### src/rtl/isa_fetch_decode_pkg.sv
// Shared definitions for the ISA fetch/decode slice:
// opcodes, field layout, command encodings and FSM states.
package isa_fetch_decode_pkg;

    localparam int DEF_DATA_W = 64;
    localparam int DEF_ADDR_W = 24;
    localparam int DEF_LEN_W  = 12;
    localparam int DEF_N_ENG  = 2;

    // Field layout is packed from the MSB: opcode, len, src, dst.
    localparam int OPC_W  = 4;
    localparam int OPC_HI = 63;
    localparam int OPC_LO = 60;
    localparam int LEN_HI = 59;
    localparam int LEN_LO = 48;
    localparam int SRC_HI = 47;
    localparam int SRC_LO = 24;
    localparam int DST_HI = 23;
    localparam int DST_LO = 0;

    localparam logic [OPC_W-1:0] OPC_NOP     = 4'd0;
    localparam logic [OPC_W-1:0] OPC_LOAD    = 4'd1;
    localparam logic [OPC_W-1:0] OPC_COMPUTE = 4'd2;
    localparam logic [OPC_W-1:0] OPC_STORE   = 4'd3;
    localparam logic [OPC_W-1:0] OPC_SYNC    = 4'd4;
    localparam logic [OPC_W-1:0] OPC_END     = 4'd15;

    typedef enum logic [1:0] {
        CMD_LOAD    = 2'd0,
        CMD_COMPUTE = 2'd1,
        CMD_STORE   = 2'd2
    } cmd_op_e;

    typedef enum logic [2:0] {
        ST_IDLE      = 3'd0,
        ST_FETCH     = 3'd1,
        ST_WAIT      = 3'd2,
        ST_DECODE    = 3'd3,
        ST_ISSUE     = 3'd4,
        ST_SYNC_WAIT = 3'd5,
        ST_HALT      = 3'd6
    } state_e;

endpackage

### src/rtl/isa_fetch_decode_field.sv
// Combinational split of an instruction word into fields,
// plus engine-command and illegal-opcode classification.
import isa_fetch_decode_pkg::*;

module isa_field_decode #(
    parameter int DATA_W = DEF_DATA_W,
    parameter int ADDR_W = DEF_ADDR_W,
    parameter int LEN_W  = DEF_LEN_W
) (
    input  logic [DATA_W-1:0] i_instr,
    output logic [OPC_W-1:0]  o_opc,
    output logic [LEN_W-1:0]  o_len,
    output logic [ADDR_W-1:0] o_src,
    output logic [ADDR_W-1:0] o_dst,
    output logic              o_is_cmd,
    output logic              o_illegal,
    output cmd_op_e           o_cmd_op
);

    localparam int OPC_LSB = DATA_W - OPC_W;
    localparam int LEN_LSB = OPC_LSB - LEN_W;
    localparam int SRC_LSB = LEN_LSB - ADDR_W;

    assign o_opc = i_instr[DATA_W-1:OPC_LSB];
    assign o_len = i_instr[OPC_LSB-1:LEN_LSB];
    assign o_src = i_instr[LEN_LSB-1:SRC_LSB];
    assign o_dst = i_instr[ADDR_W-1:0];

    always_comb begin
        o_is_cmd  = 1'b0;
        o_illegal = 1'b0;
        o_cmd_op  = CMD_LOAD;
        unique case (o_opc)
            OPC_LOAD: begin
                o_is_cmd = 1'b1;
                o_cmd_op = CMD_LOAD;
            end
            OPC_COMPUTE: begin
                o_is_cmd = 1'b1;
                o_cmd_op = CMD_COMPUTE;
            end
            OPC_STORE: begin
                o_is_cmd = 1'b1;
                o_cmd_op = CMD_STORE;
            end
            OPC_NOP, OPC_SYNC, OPC_END: begin
                o_is_cmd = 1'b0;
            end
            default: o_illegal = 1'b1;
        endcase
    end

endmodule

### src/rtl/isa_fetch_decode.sv
// Pops instructions from the ISA FIFO, decodes them and issues
// engine commands; SYNC and END are handled locally.
import isa_fetch_decode_pkg::*;

module isa_fetch_decode #(
    parameter int DATA_W = DEF_DATA_W,
    parameter int ADDR_W = DEF_ADDR_W,
    parameter int LEN_W  = DEF_LEN_W,
    parameter int N_ENG  = DEF_N_ENG
) (
    input  logic              clk,
    input  logic              reset,
    input  logic              start,
    input  logic              fifo_empty,
    output logic              fifo_rd_en,
    input  logic [DATA_W-1:0] fifo_dout,
    output logic              cmd_valid,
    input  logic              cmd_ready,
    output logic [1:0]        cmd_op,
    output logic [LEN_W-1:0]  cmd_len,
    output logic [ADDR_W-1:0] cmd_src,
    output logic [ADDR_W-1:0] cmd_dst,
    input  logic [N_ENG-1:0]  eng_busy,
    output logic              running,
    output logic              err_illegal,
    output logic [15:0]       instr_cnt
);

    state_e              r_state;
    logic [DATA_W-1:0]   r_instr;
    logic                r_cmd_valid;
    cmd_op_e             r_cmd_op;
    logic [LEN_W-1:0]    r_cmd_len;
    logic [ADDR_W-1:0]   r_cmd_src;
    logic [ADDR_W-1:0]   r_cmd_dst;
    logic                r_err;
    logic [15:0]         r_cnt;

    logic [OPC_W-1:0]    w_opc;
    logic [LEN_W-1:0]    w_len;
    logic [ADDR_W-1:0]   w_src;
    logic [ADDR_W-1:0]   w_dst;
    logic                w_is_cmd;
    logic                w_illegal;
    cmd_op_e             w_cmd_op;

    isa_field_decode #(
        .DATA_W (DATA_W),
        .ADDR_W (ADDR_W),
        .LEN_W  (LEN_W)
    ) u_field (
        .i_instr   (r_instr),
        .o_opc     (w_opc),
        .o_len     (w_len),
        .o_src     (w_src),
        .o_dst     (w_dst),
        .o_is_cmd  (w_is_cmd),
        .o_illegal (w_illegal),
        .o_cmd_op  (w_cmd_op)
    );

    // The pop must see the live empty flag, so it is decoded from state.
    assign fifo_rd_en  = (r_state == ST_FETCH) && !fifo_empty;
    assign running     = (r_state != ST_IDLE) && (r_state != ST_HALT);
    assign cmd_valid   = r_cmd_valid;
    assign cmd_op      = r_cmd_op;
    assign cmd_len     = r_cmd_len;
    assign cmd_src     = r_cmd_src;
    assign cmd_dst     = r_cmd_dst;
    assign err_illegal = r_err;
    assign instr_cnt   = r_cnt;

    always_ff @(posedge clk) begin
        if (reset) begin
            r_state     <= ST_IDLE;
            r_instr     <= '0;
            r_cmd_valid <= 1'b0;
            r_cmd_op    <= CMD_LOAD;
            r_cmd_len   <= '0;
            r_cmd_src   <= '0;
            r_cmd_dst   <= '0;
            r_err       <= 1'b0;
            r_cnt       <= '0;
        end else begin
            unique case (r_state)
                ST_IDLE: begin
                    if (start) begin
                        r_cnt   <= '0;
                        r_err   <= 1'b0;
                        r_state <= ST_FETCH;
                    end
                end
                ST_FETCH: begin
                    if (!fifo_empty) r_state <= ST_WAIT;
                end
                ST_WAIT: begin
                    r_instr <= fifo_dout;
                    r_state <= ST_DECODE;
                end
                ST_DECODE: begin
                    unique case (1'b1)
                        w_is_cmd: begin
                            r_cmd_op    <= w_cmd_op;
                            r_cmd_len   <= w_len;
                            r_cmd_src   <= w_src;
                            r_cmd_dst   <= w_dst;
                            r_cmd_valid <= 1'b1;
                            r_state     <= ST_ISSUE;
                        end
                        w_illegal: begin
                            r_err   <= 1'b1;
                            r_state <= ST_FETCH;
                        end
                        (w_opc == OPC_SYNC): begin
                            r_state <= ST_SYNC_WAIT;
                        end
                        (w_opc == OPC_END): begin
                            r_cnt   <= r_cnt + 16'd1;
                            r_state <= ST_HALT;
                        end
                        default: begin
                            r_cnt   <= r_cnt + 16'd1;
                            r_state <= ST_FETCH;
                        end
                    endcase
                end
                ST_ISSUE: begin
                    if (cmd_ready) begin
                        r_cmd_valid <= 1'b0;
                        r_cnt       <= r_cnt + 16'd1;
                        r_state     <= ST_FETCH;
                    end
                end
                ST_SYNC_WAIT: begin
                    if (eng_busy == '0) begin
                        r_cnt   <= r_cnt + 16'd1;
                        r_state <= ST_FETCH;
                    end
                end
                ST_HALT: begin
                    // Resuming keeps the retired count from before END.
                    if (start) r_state <= ST_FETCH;
                end
                default: r_state <= ST_IDLE;
            endcase
        end
    end

endmodule
### config.mk
export PLATFORM = sky130hd
export DESIGN_NAME = isa_fetch_decode
export DESIGN_NICKNAME = d
export VERILOG_FILES = /design/src/rtl/isa_fetch_decode_pkg.sv /design/src/rtl/isa_fetch_decode_field.sv /design/src/rtl/isa_fetch_decode.sv
export SDC_FILE = /design/constraint.sdc
export NUM_CORES = 1
export LEC_CHECK = 0
export ABC_AREA = 1
export BUFFER_PORTS_ARGS = -buffer_cell sky130_fd_sc_hd__buf_4
export CORE_MARGIN = 8
export CORE_UTILIZATION = 55
export DETAILED_ROUTE_END_ITERATION = 12
export MAX_ROUTING_LAYER = met4
export PLACE_DENSITY = 0.93
export SYNTH_ARGS = -nofsm -noshare
export SYNTH_HDL_FRONTEND = slang
export SYNTH_SLANG_ARGS = --single-unit
### constraint.sdc
create_clock -name clk -period 3.5 [get_ports clk]
set_input_delay 0.175 -clock clk [delete_from_list [all_inputs] [get_ports clk]]
set_output_delay 0.175 -clock clk [all_outputs]
set_load 0.02 [all_outputs]
After elaboration in Yosys (flattened, before gate mapping)
Index checks and enable logic that the tools add are counted.
{ "word_totals": {"regBits": 147, "out_inout_bits": 82} }
{ "op_classes": {"add_sub_neg": 1, "n_eq_ne": 20, "mux": 20, "reduce_logical": 19} }
{ "op_table": {"columns": ["operator", "count"], "rows": [
  ["16-bit two-way mux", 4],
  ["16-bit one-hot mux with 4 select lines", 1],
  ["3-bit one-hot mux with 6 select lines", 1],
  ["16-bit by 1-bit adder with 16-bit output, second input constant", 1],
  ["3-bit two-way mux", 4],
  ["2-bit != test, second input constant", 6],
  ["3-bit equality test, second input constant", 3],
  ["3-bit one-hot mux with 3 select lines", 1],
  ["4-bit by 2-bit equality test with 1-bit output, second input constant", 2],
  ["3-bit by 2-bit equality test with 1-bit output, second input constant", 2],
  ["1-bit two-way mux", 6],
  ["3-bit AND reduction", 2],
  ["3-bit OR reduction", 2],
  ["6-bit OR reduction", 1],
  ["5-bit AND reduction", 1],
  ["4-bit by 1-bit equality test with 1-bit output, second input constant", 1],
  ["4-bit by 3-bit equality test with 1-bit output, second input constant", 1],
  ["4-bit equality test, second input constant", 1],
  ["4-bit logical NOT", 1],
  ["2-bit by 1-bit != test with 1-bit output, second input constant", 2],
  ["1-bit one-hot mux with 2 select lines", 2],
  ["2-bit one-hot mux with 2 select lines", 1],
  ["4-bit AND reduction", 1],
  ["2-bit nonzero test", 2],
  ["other kinds (10)", 11]
]} }

Logic depth before layout (Yosys ltp)
{ "logic_depth": {"word_depth": 6, "depth_mapped": 9} }

Modules after synthesis
A second synthesis with hierarchy kept.
{ "hier_totals": {"cells_unflattened": 866, "hier_area_um2": 6351.1} }
{ "by_module_without_submodules": {"columns": ["module", "n_inst", "cells_each", "area_per_inst_um2", "seq_area_each_um2"], "rows": [
  ["isa_fetch_decode", 1, 788, 5813.1, 2942.8],
  ["isa_field_decode", 1, 78, 538.0, 0.0]
]} }

Worst setup path after synthesis
No wires, ideal clock.
{ "synth_path": {"kind": "flip-flop to flip-flop", "from": "register r_cnt[0] (netlist: instr_cnt[0])", "to": "register r_cnt[8] (netlist: instr_cnt[8])", "arrival_time_ps": 1355, "required_time_ps": 3385, "setup_slack_ps": 2029, "stages_incl_launch_ff": 9, "path_buffers": 0, "period_less_slack_ps": 1471, "cell_sequence": "dfxtp_1 -> ha_1 -> inv_1 -> nor2_1 -> inv_1 -> nor3_1 -> nand3_1 -> nand2_1 -> nor2_1"} }
{ "synth_between": {"elab_chain_len": 3, "elab_cells_between_ends": 5} }
{ "synth_rtl": {"columns": ["item", "line_no", "text"], "rows": [
  ["start: declaration", "isa_fetch_decode.sv:37", "logic [15:0] r_cnt;"],
  ["start signal: assignment", "isa_fetch_decode.sv:118", "r_cnt <= r_cnt + 16'd1;"],
  ["start signal: assignment", "isa_fetch_decode.sv:122", "r_cnt <= r_cnt + 16'd1;"],
  ["start signal: assignment", "isa_fetch_decode.sv:130", "r_cnt <= r_cnt + 16'd1;"],
  ["16-bit by 1-bit adder with 16-bit output *", null, null],
  ["16-bit two-way mux (on tied branches)", null, null],
  ["16-bit one-hot mux with 4 select lines *", "isa_fetch_decode.sv:85", "unique case (r_state)"]
]} }
Mark *: on every way between the ends. The rest lies on a longest branch, timed or not. The select of a mux whose other input is x is not followed.
A chain may end at the register's enable or synchronous reset.

Worst setup path in the final report
{ "layout_path": {"from": "register r_state[0]", "to": "register r_instr[56]"} }
{ "layout_between": {"elab_chain_len": 1} }
{ "layout_rtl": {"columns": ["item", "line_no", "text"], "rows": [
  ["start: declaration", "isa_fetch_decode.sv:29", "state_e r_state;"],
  ["start signal: assignment", "isa_fetch_decode.sv:75", "r_state <= ST_IDLE;"],
  ["start signal: assignment", "isa_fetch_decode.sv:90", "r_state <= ST_FETCH;"],
  ["start signal: assignment", "isa_fetch_decode.sv:94", "if (!fifo_empty) r_state <= ST_WAIT;"],
  ["3-bit by 2-bit equality test with 1-bit output", "isa_fetch_decode.sv:85", null],
  ["end signal: assignment", "isa_fetch_decode.sv:97", "r_instr <= fifo_dout;"],
  ["end: declaration", "isa_fetch_decode.sv:30", "logic [DATA_W-1:0] r_instr;"]
]} }
No other way between the ends.

==> flow_metrics.env <==
export IMPL_required_ns=3.90
export IMPL_path_class="reg2reg"
export IMPL_ys_warn_count=0
export IMPL_top_layer="met4"
export IMPL_p_leak_nw=3.32
export IMPL_avgSynthCellArea_um2=7.90
export IMPL_core_mm2=0.00977
export IMPL_final_common_cell="buf_4"
export IMPL_gr_total_overflow=0
export IMPL_arrival_ns=2.62
export IMPL_critPathSlowestCell="nand2_4"
export IMPL_ios=153
export IMPL_finClkSkew_ns=0.0108
export IMPL_crit_chain="inv_1 > nand2_4 > nand2_1 > a21oi_1"
export IMPL_final_max_slew_viol_count=0
export IMPL_grt_usage_pct=27.3
export IMPL_dr_pass1_iters=6
export IMPL_final_antenna_net_count=0
export IMPL_dp_hpwl_mm=9.69
export IMPL_grt_pass1_wl_mm=28.2
export IMPL_drc_errors=0
export IMPL_cts_root_buf="clkbuf_8"
export IMPL_placed_area_mm2=0.00667
export IMPL_vias=5774
export IMPL_layout_common_cells="buf_4, dfxtp_1, a21oi_1"
export IMPL_finalCritPeriodShare_pct=63.4
export IMPL_htreeDepth=4
export IMPL_synth_seq_area_share_pct=53.3
export IMPL_fin_nets=965
export IMPL_start_util_pct=56.5
export IMPL_dieArea_mm2=0.0135
export IMPL_grt_pass1_vias=5720
export IMPL_whs_ns=0.0153
export IMPL_wl_met3_mm=1.19
export IMPL_wl_met1_mm=6.90
export IMPL_setup_viol=0
export IMPL_clk_pin_slew_worst_paths_ns=0.07
export IMPL_start_kind="flip-flop"
export IMPL_grt_max_degree=122
export IMPL_cts_tree="done"
export IMPL_die_h_um=116
export IMPL_netlist_area_mm2=0.00552
export IMPL_port_buffers=152
export IMPL_fmax_mhz=451
export IMPL_die_x_um=116
export IMPL_fin_tns_setup_ns=0
export IMPL_design_area_mm2=0.00788
export IMPL_drive_gt1_share_pct=22.0
export IMPL_pre_cts_slack_ns=1.46
export IMPL_cap_violations=0
export IMPL_synth_nets=771
export IMPL_cpPeakStageDelay_ns=0.85
export IMPL_layout_setup_ws_ns=1.28
export IMPL_ir_worst_vdd_uv=394
export IMPL_hold_class="in2reg"
export IMPL_clock_sinks=147
export IMPL_ys_ff_latch=147
export IMPL_antenna_cells=0
export IMPL_syn_inst=699
export IMPL_crit_fanout=121
export IMPL_power_density_mw_per_mm2=669
export IMPL_cts_setup_buffers=0
export IMPL_yosysUniqueCellTypes=28
export IMPL_area_growth_pct=42.6
export IMPL_post_cts_resized=0
export IMPL_clk_latency_ns=0.52
export IMPL_timing_slew_headroom_pct=24.2
export IMPL_row_count=36
export IMPL_globalplace_congestion=0.920
export IMPL_cts_buffers=17
export IMPL_end_kind="flip-flop"
export IMPL_antenna_found_initial=0
export IMPL_worstMarginPinSlew_ns=1.14
export IMPL_drt_iter0_markers=631
export IMPL_via_per_inst=5.56
export IMPL_fin_crit_ns=2.22
export IMPL_wirelength_mm=18.3
export IMPL_wl_per_cell_um=17.6
export IMPL_status="finished, final reports clean"
export IMPL_rsz0062_at_grt="false"
export IMPL_clk_path_buf_depth=2
export IMPL_wl_met2_mm=9.14
export IMPL_hold_viol_final=0
[metal layers]
metal  vias up  global-route usage [%]
met5         -                       -
met4         0                    18.1
met3        82                    5.89
met2       295                    45.4
met1      2670                    28.9
li1       2727                       -
[per-stage QoR]
stage               cells  utilization (%)  power (W)
global route         1039             80.6    0.00551
global placement      945             68.3    0.00328
CTS                  1038             80.5    0.00518
detailed placement    945             68.3    0.00334
finish               1039             80.6    0.00527
floorplan             699                -    0.00303
[power by group]
group | internal (W) | leakage (nW) | switching, W | total [W]
sequential | 0.00201 | 1.19 | 0.000159 | 0.00217
combinational | 0.000432 | 1.84 | 0.000878 | 0.00131
clock | 0.000999 | 0.283 | 0.000799 | 0.00180
[synthesized netlist by cell type]
cell type  number  area, um^2
a21oi_1       139         696
buf_2          20         100
buf_4           4        30.0
buf_6           1        11.3
clkbuf_1       17        63.8
clkinv_1        2        7.51
dfxtp_1       147        2940
ha_1            1        12.5
inv_1          73         274
inv_2           4        15.0
nand2_1        63         236
nand2_2         2        12.5
nand3_1        23         115
nand3_2         2        20.0
nand3b_1        1        7.51
nand4_1        11        68.8
nor2_1         51         191
nor2_2          1        6.26
nor2_4          1        11.3
nor3_1          3        15.0
nor3b_1         1        7.51
o2111ai_1       1        8.76
o211ai_1        1        7.51
o21ai_0       118         591
o21ai_1         6        30.0
o21bai_1        4        30.0
or2_1           1        6.26
or2_2           1        6.26
[critical path, delay by kind of cell (launching register included)]
| kind | cells | cell delay, ns |
|---|---|---|
| AND/OR/NAND/NOR | 2 | 1.03 |
| AO/OA/AOI/OAI | 1 | 0.34 |
| flip-flops | 1 | 0.46 |
| buffers and inverters | 1 | 0.25 |
[timing repair]
action                                  CTS  global route
hold endpoints to repair                 61             1
hold buffers                             61             1
endpoints found under the setup margin    0             0
[cell type report]
cell class | count | area (um^2)
multi-input combinational | 431 | 2090
inverter | 79 | 297
tap | 133 | 166
fill | 585 | 1900
clock buffer | 18 | 428
clock inverter | 14 | 159
timing repair buffer | 217 | 1800
sequential | 147 | 2940
[logic make-up (layout without fill, tap and decap cells)]
| kind of cell | count (synthesis) | count (layout) | share of synthesized area (%) |
|---|---|---|---|
| buf+inv | 121 | 328 | 9.08 |
| compound gates | 269 | 269 | 24.7 |
| flops | 147 | 147 | 53.3 |
| fa+ha+maj | 1 | 1 | 0.226 |
| simple gates | 161 | 161 | 12.8 |
[path summary, 6_finish.rpt]
check	start	end	slack, ns	depth (start not counted)
max	r_state[0]$_SDFFE_PP0P_	r_instr[56]$_SDFFE_PP0P_	1.28	4
min reg2reg	r_instr[39]$_SDFFE_PP0P_	cmd_src[15]$_SDFFE_PP0P_	0.45	2
max reg2reg	r_state[0]$_SDFFE_PP0P_	r_instr[56]$_SDFFE_PP0P_	1.28	4
min	fifo_dout[45]	r_instr[45]$_SDFFE_PP0P_	0.02	3
[state kept, by name, summed over array words and instances (netlist names)]
register / flops
instr_cnt: 16
cmd_valid: 1
cmd_len: 12
r_instr: 64
err_illegal: 1
cmd_dst: 24
cmd_src: 24
cmd_op: 2
r_state: 3
Note: power is estimated with default switching activity, not from simulation.
